$ cat src/rtl/core_dispatch_scoreboard_pkg.sv
// Shared core micro-architecture types for the dispatch scoreboard.
//   hword         : 16-bit half-word
//   reg_idx_t     : architectural register index (REG_IDX_W bits)
//   eu_class_e    : execution-unit class of a decoded instruction
//   insn_decode   : one decoded instruction as presented to dispatch
//   disp_state_e  : dispatch FSM states
//   max_u()       : constant helper for sizing latency counters
package core_dispatch_scoreboard_pkg;

    localparam int unsigned REG_IDX_W = 4;

    typedef logic [15:0]          hword;
    typedef logic [REG_IDX_W-1:0] reg_idx_t;

    typedef enum logic [1:0] {
        EU_ALU    = 2'd0,
        EU_MUL    = 2'd1,
        EU_LDST   = 2'd2,
        EU_BRANCH = 2'd3
    } eu_class_e;

    typedef struct packed {
        logic      valid;    // slot holds an instruction (0 = bubble)
        logic      execute;  // instruction is ready to leave decode
        eu_class_e eu;
        logic      rd_we;    // writes rd
        reg_idx_t  rd;
        logic      ra_used;
        reg_idx_t  ra;
        logic      rb_used;
        reg_idx_t  rb;
    } insn_decode;

    typedef enum logic {
        IDLE    = 1'b0,
        BR_WAIT = 1'b1
    } disp_state_e;

    function automatic int unsigned max_u(input int unsigned a, input int unsigned b);
        return (a > b) ? a : b;
    endfunction

endpackage

$ cat src/rtl/core_dispatch_scoreboard_entry.sv
// One scoreboard entry: busy bit plus latency down-counter for a single register.
// Ports:
//   clk, rst    : clock, synchronous active-high reset
//   set         : a writer to this register is dispatched this cycle
//   set_lat     : latency to load (0 = load/store, cleared by writeback only)
//   wb_clr      : load writeback targeting this register
//   busy        : registered busy bit
//   raw_hazard  : a reader of this register must be held this cycle
// Macro CORE_SCOREBOARD_FORWARD_EN: a result one cycle from completion is
// bypassable, so it stops counting as a read hazard.
module core_dispatch_scoreboard_entry #(
    parameter int unsigned CNT_W = 2
) (
    input  logic             clk,
    input  logic             rst,
    input  logic             set,
    input  logic [CNT_W-1:0] set_lat,
    input  logic             wb_clr,
    output logic             busy,
    output logic             raw_hazard
);

    logic [CNT_W-1:0] cnt;

    // A new write takes priority over an expiry or writeback in the same cycle.
    // Timed writers clear on the count reaching zero; load writers (count 0)
    // clear only on a matching writeback.
    always_ff @(posedge clk) begin
        if (rst) begin
            busy <= 1'b0;
            cnt  <= '0;
        end else if (set) begin
            busy <= 1'b1;
            cnt  <= set_lat;
        end else if (cnt != '0) begin
            cnt <= cnt - CNT_W'(1);
            if (cnt == CNT_W'(1)) begin
                busy <= 1'b0;
            end
        end else if (busy && wb_clr) begin
            busy <= 1'b0;
        end
    end

`ifdef CORE_SCOREBOARD_FORWARD_EN
    assign raw_hazard = busy && (cnt != CNT_W'(1));
`else
    assign raw_hazard = busy;
`endif

endmodule

$ cat src/rtl/core_dispatch_scoreboard.sv
// In-order multi-lane dispatch with a per-register write scoreboard.
// Ports:
//   clk, rst        : clock, synchronous active-high reset
//   lane            : ISSUE_WIDTH decoded instructions, lane 0 oldest
//   branch_stall    : hold all dispatch
//   flush           : squash this cycle's dispatch, leave branch-wait
//   ldst_wb_valid/rd: load writeback completion
//   branch_done     : branch unit has resolved the outstanding branch
//   dispatch        : per-lane grant
//   busy_mask       : registers with a pending write (registered)
// Macro CORE_SCOREBOARD_FORWARD_EN: enables one-cycle-early RAW release
// (implemented in core_dispatch_scoreboard_entry).
module core_dispatch_scoreboard
    import core_dispatch_scoreboard_pkg::*;
#(
    parameter int unsigned ISSUE_WIDTH = 2,
    parameter int unsigned NUM_REGS    = 16,
    parameter int unsigned LAT_ALU     = 1,
    parameter int unsigned LAT_MUL     = 3
) (
    input  logic                        clk,
    input  logic                        rst,
    input  insn_decode                  lane [ISSUE_WIDTH],
    input  logic                        branch_stall,
    input  logic                        flush,
    input  logic                        ldst_wb_valid,
    input  logic [$clog2(NUM_REGS)-1:0] ldst_wb_rd,
    input  logic                        branch_done,
    output logic [ISSUE_WIDTH-1:0]      dispatch,
    output logic [NUM_REGS-1:0]         busy_mask
);

    localparam int unsigned IDX_W = $clog2(NUM_REGS);
    localparam int unsigned CNT_W = $clog2(max_u(LAT_ALU, LAT_MUL) + 1);

    disp_state_e         state, state_nxt;
    logic                grant_en;
    logic                br_granted;
    logic [NUM_REGS-1:0] raw_hazard;
    logic [NUM_REGS-1:0] set_busy;
    logic [NUM_REGS-1:0] wb_clr;
    logic [CNT_W-1:0]    set_lat [NUM_REGS];

    assign grant_en = !(rst || flush || branch_stall) && (state == IDLE);

    // Walk lanes oldest to youngest. A refused valid lane stops all younger
    // lanes; a bubble is skipped so younger valid lanes may still go (the
    // in-order prefix holds over valid lanes). 'claimed' carries rd of older
    // writers granted this cycle for same-cycle RAW/WAW.
    always_comb begin : grant
        logic                blocked;
        logic                mul_used;
        logic                ldst_used;
        logic                ok;
        logic [NUM_REGS-1:0] claimed;

        dispatch   = '0;
        br_granted = 1'b0;
        set_busy   = '0;
        set_lat    = '{default: '0};
        blocked    = 1'b0;
        mul_used   = 1'b0;
        ldst_used  = 1'b0;
        ok         = 1'b0;
        claimed    = '0;

        for (int unsigned i = 0; i < ISSUE_WIDTH; i++) begin
            if (grant_en && !blocked && lane[i].valid) begin
                ok = lane[i].execute;
                if (lane[i].ra_used && (raw_hazard[lane[i].ra] || claimed[lane[i].ra])) ok = 1'b0;
                if (lane[i].rb_used && (raw_hazard[lane[i].rb] || claimed[lane[i].rb])) ok = 1'b0;
                if (lane[i].rd_we && (busy_mask[lane[i].rd] || claimed[lane[i].rd]))    ok = 1'b0;
                if ((lane[i].eu == EU_MUL)  && mul_used)  ok = 1'b0;
                if ((lane[i].eu == EU_LDST) && ldst_used) ok = 1'b0;

                if (ok) begin
                    dispatch[i] = 1'b1;
                    if (lane[i].rd_we) begin
                        claimed[lane[i].rd]  = 1'b1;
                        set_busy[lane[i].rd] = 1'b1;
                        case (lane[i].eu)
                            EU_MUL:  set_lat[lane[i].rd] = CNT_W'(LAT_MUL);
                            EU_LDST: set_lat[lane[i].rd] = '0;
                            default: set_lat[lane[i].rd] = CNT_W'(LAT_ALU);
                        endcase
                    end
                    if (lane[i].eu == EU_MUL)  mul_used  = 1'b1;
                    if (lane[i].eu == EU_LDST) ldst_used = 1'b1;
                    if (lane[i].eu == EU_BRANCH) begin
                        br_granted = 1'b1;
                        blocked    = 1'b1;  // branch must be the youngest grant
                    end
                end else begin
                    blocked = 1'b1;
                end
            end
        end
    end

    always_ff @(posedge clk) begin
        if (rst) begin
            state <= IDLE;
        end else begin
            state <= state_nxt;
        end
    end

    always_comb begin
        state_nxt = state;
        case (state)
            IDLE:    if (br_granted)            state_nxt = BR_WAIT;
            BR_WAIT: if (branch_done || flush)  state_nxt = IDLE;
            default:                            state_nxt = IDLE;
        endcase
    end

    for (genvar r = 0; r < NUM_REGS; r++) begin : g_entry
        assign wb_clr[r] = ldst_wb_valid && (ldst_wb_rd == IDX_W'(r));

        core_dispatch_scoreboard_entry #(
            .CNT_W(CNT_W)
        ) u_entry (
            .clk        (clk),
            .rst        (rst),
            .set        (set_busy[r]),
            .set_lat    (set_lat[r]),
            .wb_clr     (wb_clr[r]),
            .busy       (busy_mask[r]),
            .raw_hazard (raw_hazard[r])
        );
    end

endmodule
$ cat config.mk
export PLATFORM = sky130hd
export DESIGN_NAME = core_dispatch_scoreboard
export DESIGN_NICKNAME = d
export VERILOG_FILES = /design/src/rtl/core_dispatch_scoreboard_pkg.sv /design/src/rtl/core_dispatch_scoreboard_entry.sv /design/src/rtl/core_dispatch_scoreboard.sv
export SDC_FILE = /design/constraint.sdc
export NUM_CORES = 1
export LEC_CHECK = 0
export CAP_MARGIN = 20
export CORE_MARGIN = 5
export CORE_UTILIZATION = 53
export CTS_BUF_LIST = sky130_fd_sc_hd__clkbuf_16
export DETAILED_ROUTE_END_ITERATION = 8
export GPL_TIMING_DRIVEN = 0
export PLACE_DENSITY = 0.79
export SLEW_MARGIN = 0
export SYNTH_ARGS = -nofsm -noshare
export SYNTH_HDL_FRONTEND = slang
export SYNTH_SLANG_ARGS = --single-unit
$ cat constraint.sdc
create_clock -name clk -period 4.65 [get_ports clk]
set_input_delay 1.395 -clock clk [delete_from_list [all_inputs] [get_ports clk]]
set_output_delay 1.395 -clock clk [all_outputs]
set_load 0.1 [all_outputs]
Yosys cells after proc, flatten, opt, wreduce, memory -nomap -nowiden
Memory sizes are Yosys's and may differ from the RTL's.
Index checks and enable logic that the tools add are counted.
Storage, ports and cells
  flip-flop bits (word level): 49
  bits in latches: 0
  bits in writable memories: 0
  memory bits (read-only): 48
  bits of input ports: 48
  output and inout bits: 18
  word-level logic and storage cells: 421
  memories kept: 3
Memories
  (name not given): depth 16, width 1, rd ports 1, clocked after Yosys merged registers in 0, wr ports 0, line core_dispatch_scoreboard.sv:72  | if (lane[i].rd_we && (busy_mask[lane[i].rd] || claimed[lane[i].rd])) ok = 1'b0;
  (name not given): depth 16, width 1, rd ports 1, clocked after Yosys merged registers in 0, wr ports 0, line core_dispatch_scoreboard.sv:71  | if (lane[i].rb_used && (raw_hazard[lane[i].rb] || claimed[lane[i].rb])) ok = 1'b0;
  (name not given): depth 16, width 1, rd ports 1, clocked after Yosys merged registers in 0, wr ports 0, line core_dispatch_scoreboard.sv:70  | if (lane[i].ra_used && (raw_hazard[lane[i].ra] || claimed[lane[i].ra])) ok = 1'b0;
Cells by class
  $add $sub $neg: 16
  multipliers: 0
  divide/modulo/power cells: 0
  order comparisons: 12
  equal/unequal tests: 53
  shift-type cells: 0
  mux-type cells: 170
  bitwise logic cells: 10
  reduce and logical (&&, ||, !) cells: 124
Operators by type and width (count)
  $mux 32: 6
  $pmux 32 s2: 2
  $mux 1: 108
  $mux 16: 6
  $mux 2: 34
  $reduce_bool 2->1: 32
  $logic_and 1x1->1: 48
  $ne 3x3->1 const B: 16
  $reduce_bool 3->1: 16
  $bmux 1 s4: 9
  $eq 2x1->1 const B: 18
  $and 32x32->32: 1
  $eq 4x4->1 const B: 8
  $not 32->32: 1
  $or 16x16->16: 2
  $or 32x32->32: 1
  $reduce_and 2->1: 16
  $sub 2x1->2 const B: 16
  $lt 4x5->1 const B: 6
  $and 16x16->16: 1
  $demux 2 s4: 2
  $eq 4x3->1 const B: 4
  $not 16->16: 1
  $ge 5x5->1 const B: 2
  12 further kinds: 29

Logic depth before layout (Yosys ltp)
  depth in word-level cells: 24
  gate-level depth with buffers: 12
  gate-level depth less buffers: 9

Hierarchy
A second synthesis with hierarchy kept.
Second synthesis, totals
  cell total of the unflattened synthesis: 721
  area, all modules: 5935.7 µm²
Modules (own cells, without submodules)
  core_dispatch_scoreboard_entry: times used 16, cells an instance 19, area each 190.2 µm², sequential area each 60.1 µm²
  core_dispatch_scoreboard: times used 1, cells an instance 417, area each 2892.8 µm², sequential area each 20.0 µm²

Least setup slack after synthesis
No wires, ideal clock.
  kind: input to output
  start: input lane[5] (netlist bit)
  end: output dispatch[1]
  arrival time: 5143 ps
  data required time: 3255 ps
  setup slack: -1888 ps
  stages: 7
  path buffers: 1
  cells stage by stage: buf_2 > mux4_2 > mux2i_1 > nand2_1 > o31a_1 > o211ai_2 > nor3b_1
Between the ends
  cells in the longest elaborated chain, start to end: 12
  elaborated cells between the ends (all ways): 14
  classes of those cells: mux (12); reduce/logical (2)
RTL lines
  from (decl): line core_dispatch_scoreboard.sv:23  | input insn_decode lane [ISSUE_WIDTH],
  $bmux 1 s4: line core_dispatch_scoreboard.sv:70
  $mux 1 (not written as such): line core_dispatch_scoreboard.sv:70
  $logic_or 1x1->1 (*): line core_dispatch_scoreboard.sv:70
  $logic_and 1x1->1 (*): line core_dispatch_scoreboard.sv:70
  $mux 1 (*): line core_dispatch_scoreboard.sv:70
  $mux 1 (*): line core_dispatch_scoreboard.sv:71
  $mux 1 (*): line core_dispatch_scoreboard.sv:72
  $mux 1 (*): line core_dispatch_scoreboard.sv:73  | if ((lane[i].eu == EU_MUL) && mul_used) ok = 1'b0;
  $mux 1 (*): line core_dispatch_scoreboard.sv:74  | if ((lane[i].eu == EU_LDST) && ldst_used) ok = 1'b0;
  $mux 1 (*): line core_dispatch_scoreboard.sv:68  | if (grant_en && !blocked && lane[i].valid) begin
  $mux 1 (*): line core_dispatch_scoreboard.sv:76  | if (ok) begin
  $mux 1 (*): line core_dispatch_scoreboard.sv:68
  to (decl): line core_dispatch_scoreboard.sv:29  | output logic [ISSUE_WIDTH-1:0] dispatch,
Mark *: on every way between the ends. The rest lies on a longest branch, timed or not. The select of a mux whose other input is x is not followed.

Worst setup path after layout
  start: input lane[31] (netlist bit)
  end: output dispatch[1]
Between the ends
  cells in the longest elaborated chain, start to end: 20
  elaborated cells between the ends (all ways): 47
  classes of those cells: order compare (2); mux (30); reduce/logical (14); memory (1)
RTL lines (line)
  $mem_v2 16x1 / $bmux 1 s4 (equally long branches)
  $mux 1 (not written as such): core_dispatch_scoreboard.sv:72
  $logic_or 1x1->1: core_dispatch_scoreboard.sv:72
  $logic_and 1x1->1: core_dispatch_scoreboard.sv:72
  $mux 1: core_dispatch_scoreboard.sv:72
  $mux 1: core_dispatch_scoreboard.sv:68
  $mux 16: core_dispatch_scoreboard.sv:76
  $mux 16: core_dispatch_scoreboard.sv:68
  (+4 left out)
  $mux 1: core_dispatch_scoreboard.sv:70
  $mux 1: core_dispatch_scoreboard.sv:71
  $mux 1: core_dispatch_scoreboard.sv:72
  $mux 1: core_dispatch_scoreboard.sv:73
  $mux 1: core_dispatch_scoreboard.sv:74
  $mux 1: core_dispatch_scoreboard.sv:68
  $mux 1: core_dispatch_scoreboard.sv:76
  $mux 1 (*): core_dispatch_scoreboard.sv:68
Marks and branches as above.

==> impl_metrics.csv <==
group,metric,value,unit
synth,yosys_most_used_dff,"dfxtp_1",
finish,post_layout_nonfiller_instances,945,
synth,yosys.area.top_type,"dfxtp_1",
synth,number_of_enable_type_register_cells_in_the_synthesized_netlist,0,
synth,syn_area,0.00575,mm2
route,route.antenna.remaining_nets,0,
clocking,clockBufferDepth,2,
outcome,failed_checks,"setup timing",
route,route.vias.total,6228,
critical_path,timing.critical_path.arrival,3.31,ns
synth,postSynthAreaPerCell,7.99,um2
placed_design,portBuffers,57,
power,pnr_total_power,2.25,mW
clocking,clk_pin_slew,0.07,ns
synth,post_synth_inst_count,719,
critical_path,regToRegSetupSlack,1.15,ns
min_path,holdCritPathClass,"flip-flop to flip-flop",
die,floorplan.initialDensity,53.5,%
sta,final_critical_period,4.71,ns
outcome,outcome,"finished with violations",
placed_design,place.gp.congestion,1.03,
placed_design,dp_worst_setup_slack,-1.79,ns
synth,synth_adder_area_share,8.27,%
critical_path,critPathKind,"input port to output pin",
clocking,worst_skew_pair.late_latency,0.30,ns
clocking,cts_buffers,5,
route,vias_per_cell,6.59,
synth,post_synthesis_simple_gate_area_fraction,20.4,%
synth,xor_and_xnor_area_share_after_synthesis,3.66,%
global_routing,grt_first_pass_wirelength,32.6,mm
sta,setup_viol,2,
sta,max_slew_margin,34.0,%
critical_path,worst_setup_path_startpoint,"lane[31]",
global_routing,grt_use_total,32.0,%
route,initialDrtViolationCount,701,
placed_design,detailedPlacementHpwl,15.5,mm
die,io_pins,66,
sta,setup-tns-final,-0.0706,ns
power,vdd.ir_drop.worst,0.211,mV
route,detailedRoute.firstPassIterationCount,5,
die,die_area,0.0130,mm2
sta,finalWorstSetupSlack,-0.0580,ns
sta,timing_worst_slew_pin_value,0.986,ns
clocking,clock_tree.htree_level_count,2,
sta,max_freq,0.212,GHz
sta,period_share,101,%
finish,fin_nets,890,
clocking,cts_num_sinks,49,
synth,synth.most_common_cell,"a21oi_1",
finish,drive_gt1_share,19.9,%
route,routedWlPerCell,22.5,um
power,powerDensity,321,mW/mm2
finish,fillCellCount,947,
global_routing,grt_antenna_before_repair,0,
die,die_h,114,um
die,dieWidth,114,um
min_path,timing.hold.worst.start,"g_entry[14].u_entry.busy$_SDFFE_PP0P_",
synth,synth_mux_area_share,14.4,%
sta,worst_clock_skew,0.00565,ns
clocking,tritoncts,"yes",
sta,hold_violations,0,
synth,post_synth_num_cell_types,80,
synth,synthesis.nets,805,
critical_path,startpoint_type,"input port",
power,static-leakage-power,2.67,nW
synth,synth_compound_gate_area_share,27.2,%
synth,ys_seq_area_share,17.1,%
critical_path,cp-end-kind,"output pin",
synth,synth_top_cells_by_count,"a21oi_1 (60), nand2_1 (53), dfxtp_1 (49), inv_1 (49), o21ai_0 (49)",
route,drc,0,
run,max_cap_violations,0,
die,rows,38,
placed_design,dp_cells,916,
critical_path,regToRegStartpoint,"g_entry[6].u_entry.busy$_SDFFE_PP0P_",
critical_path,critical_path.max_fanout,6,
sta,grt_setup_unrepaired,"true",
finish,insertedDiodeCount,0,
global_routing,first_global_vias,6088,
finish,synth_to_layout_area_growth,22.0,%
route,totalWireLength,21.3,mm
clocking,cts-root-buf,"clkbuf_16",
synth,yosys-top-cells-area,"dfxtp_1 (17%), ha_1 (8.3%), mux4_2 (8.2%)",
synth,synthesis.yosys.warnings,0,
synth,ys_async_sr_fraction,0,%
sta,slew_viol_final,0,
synth,synth_top_family_by_area,"compound AO/OA/AOI/OAI gates",
synth,post_synth_top_area_share,17.1,%
synth,postSynthRegisterBits,49,
global_routing,grt_start_max_net_pins,16,
finish,final_util,65.2,%
die,core,0.0107,mm2
critical_path,critical_path_required,3.25,ns
global_routing,grt.overflow.total,0,
stage by stage:
step           hold slack (ns)  cell area [um2]
2_1_floorplan            0.491             5820
3_3_place_gp             0.560             6570
3_5_place_dp             0.569             6570
4_1_cts                  0.578             6940
5_1_grt                  0.610             7010
6_report                 0.566             7010
worst max-delay path: stages:
cell and delay [ns]:
clkdlybuf4s15_2 0.23, clkbuf_8 0.16, xor2_1 0.15, or4_1 0.51, a31oi_1 0.20, o31a_1 0.20, o211ai_2 0.10, nor3b_4 0.19
buf_12 0.16
state kept, by name, indices dropped and copies added (netlist names):
register	count
g_entry.u_entry.busy	16
state	1
g_entry.u_entry.cnt	32
final timing paths:
path              cells past startpoint                                     end
setup / recovery                      9                             dispatch[1]
hold / removal                        2   g_entry[14].u_entry.busy$_SDFFE_PP0P_
setup reg to reg                     10  g_entry[0].u_entry.cnt[0]$_SDFFE_PP0P_
hold reg to reg                       2   g_entry[14].u_entry.busy$_SDFFE_PP0P_
cells by family (layout without fill, tap and decap cells):
family	count (synthesis)	count (layout)
mux	54	54
xor+xnor	24	24
buf+inv	111	197
compound gates	235	235
simple gates	208	208
flops	49	49
fa+ha+maj	38	38
power by group:
group | internal [mW] | total (mW) | switching [mW] | leakage (nW)
combinational | 0.567 | 1.25 | 0.687 | 2.19
clock | 0.199 | 0.376 | 0.177 | 0.0754
sequential | 0.536 | 0.616 | 0.0793 | 0.402
layer usage:
layer	routed length, um	part of all wire [%]	track usage, %	up-vias
li1	-	-	-	2826
met1	8260	39	40.7	2865
met2	9500	45	50.9	425
met3	2170	10	5.07	112
met4	1320	6.2	19.5	0
met5	0	0	0	-
cell usage in the layout, fill, tap and decap left out, drive strengths merged, types with 6 or more instances in the layout:
cell and n:
a31oi 11, ha 38, o211ai 10, inv 50
a22oi 15, nand3b 6, o31ai 11, mux4 22
nor4 11, o221ai 6, dfxtp 49, nor2 44
and2 10, or2 6, nand4 6, clkdlybuf4s50 35
mux2i 29, xor2 15, nand2 53, nand3 12
clkbuf 31, a21oi 60, nand2b 13, nor2b 6
xnor2 9, nor3 14, o21ai 66, buf 66
o22ai 7
timing repair:
action,in CTS,in global routing
gates resized for setup,97,18
hold buffers,0,0
setup buffers,17,5
pin swaps,16,10
cloned,1,0
endpoints found under the setup margin,6,2
final cells by class:
class | count | area, um2 | share of cell area, %
multi-input cells | 559 | 4350 | 62.1
flip-flops and latches | 49 | 981 | 14.0
repair buffers | 80 | 728 | 10.4
plain buffers | 58 | 433 | 6.18
inverters | 51 | 195 | 2.78
well taps | 140 | 175 | 2.50
clock buffers | 5 | 125 | 1.79
clock inverters | 3 | 17.5 | 0.250
No activity file was read; power rests on OpenSTA's default activity.
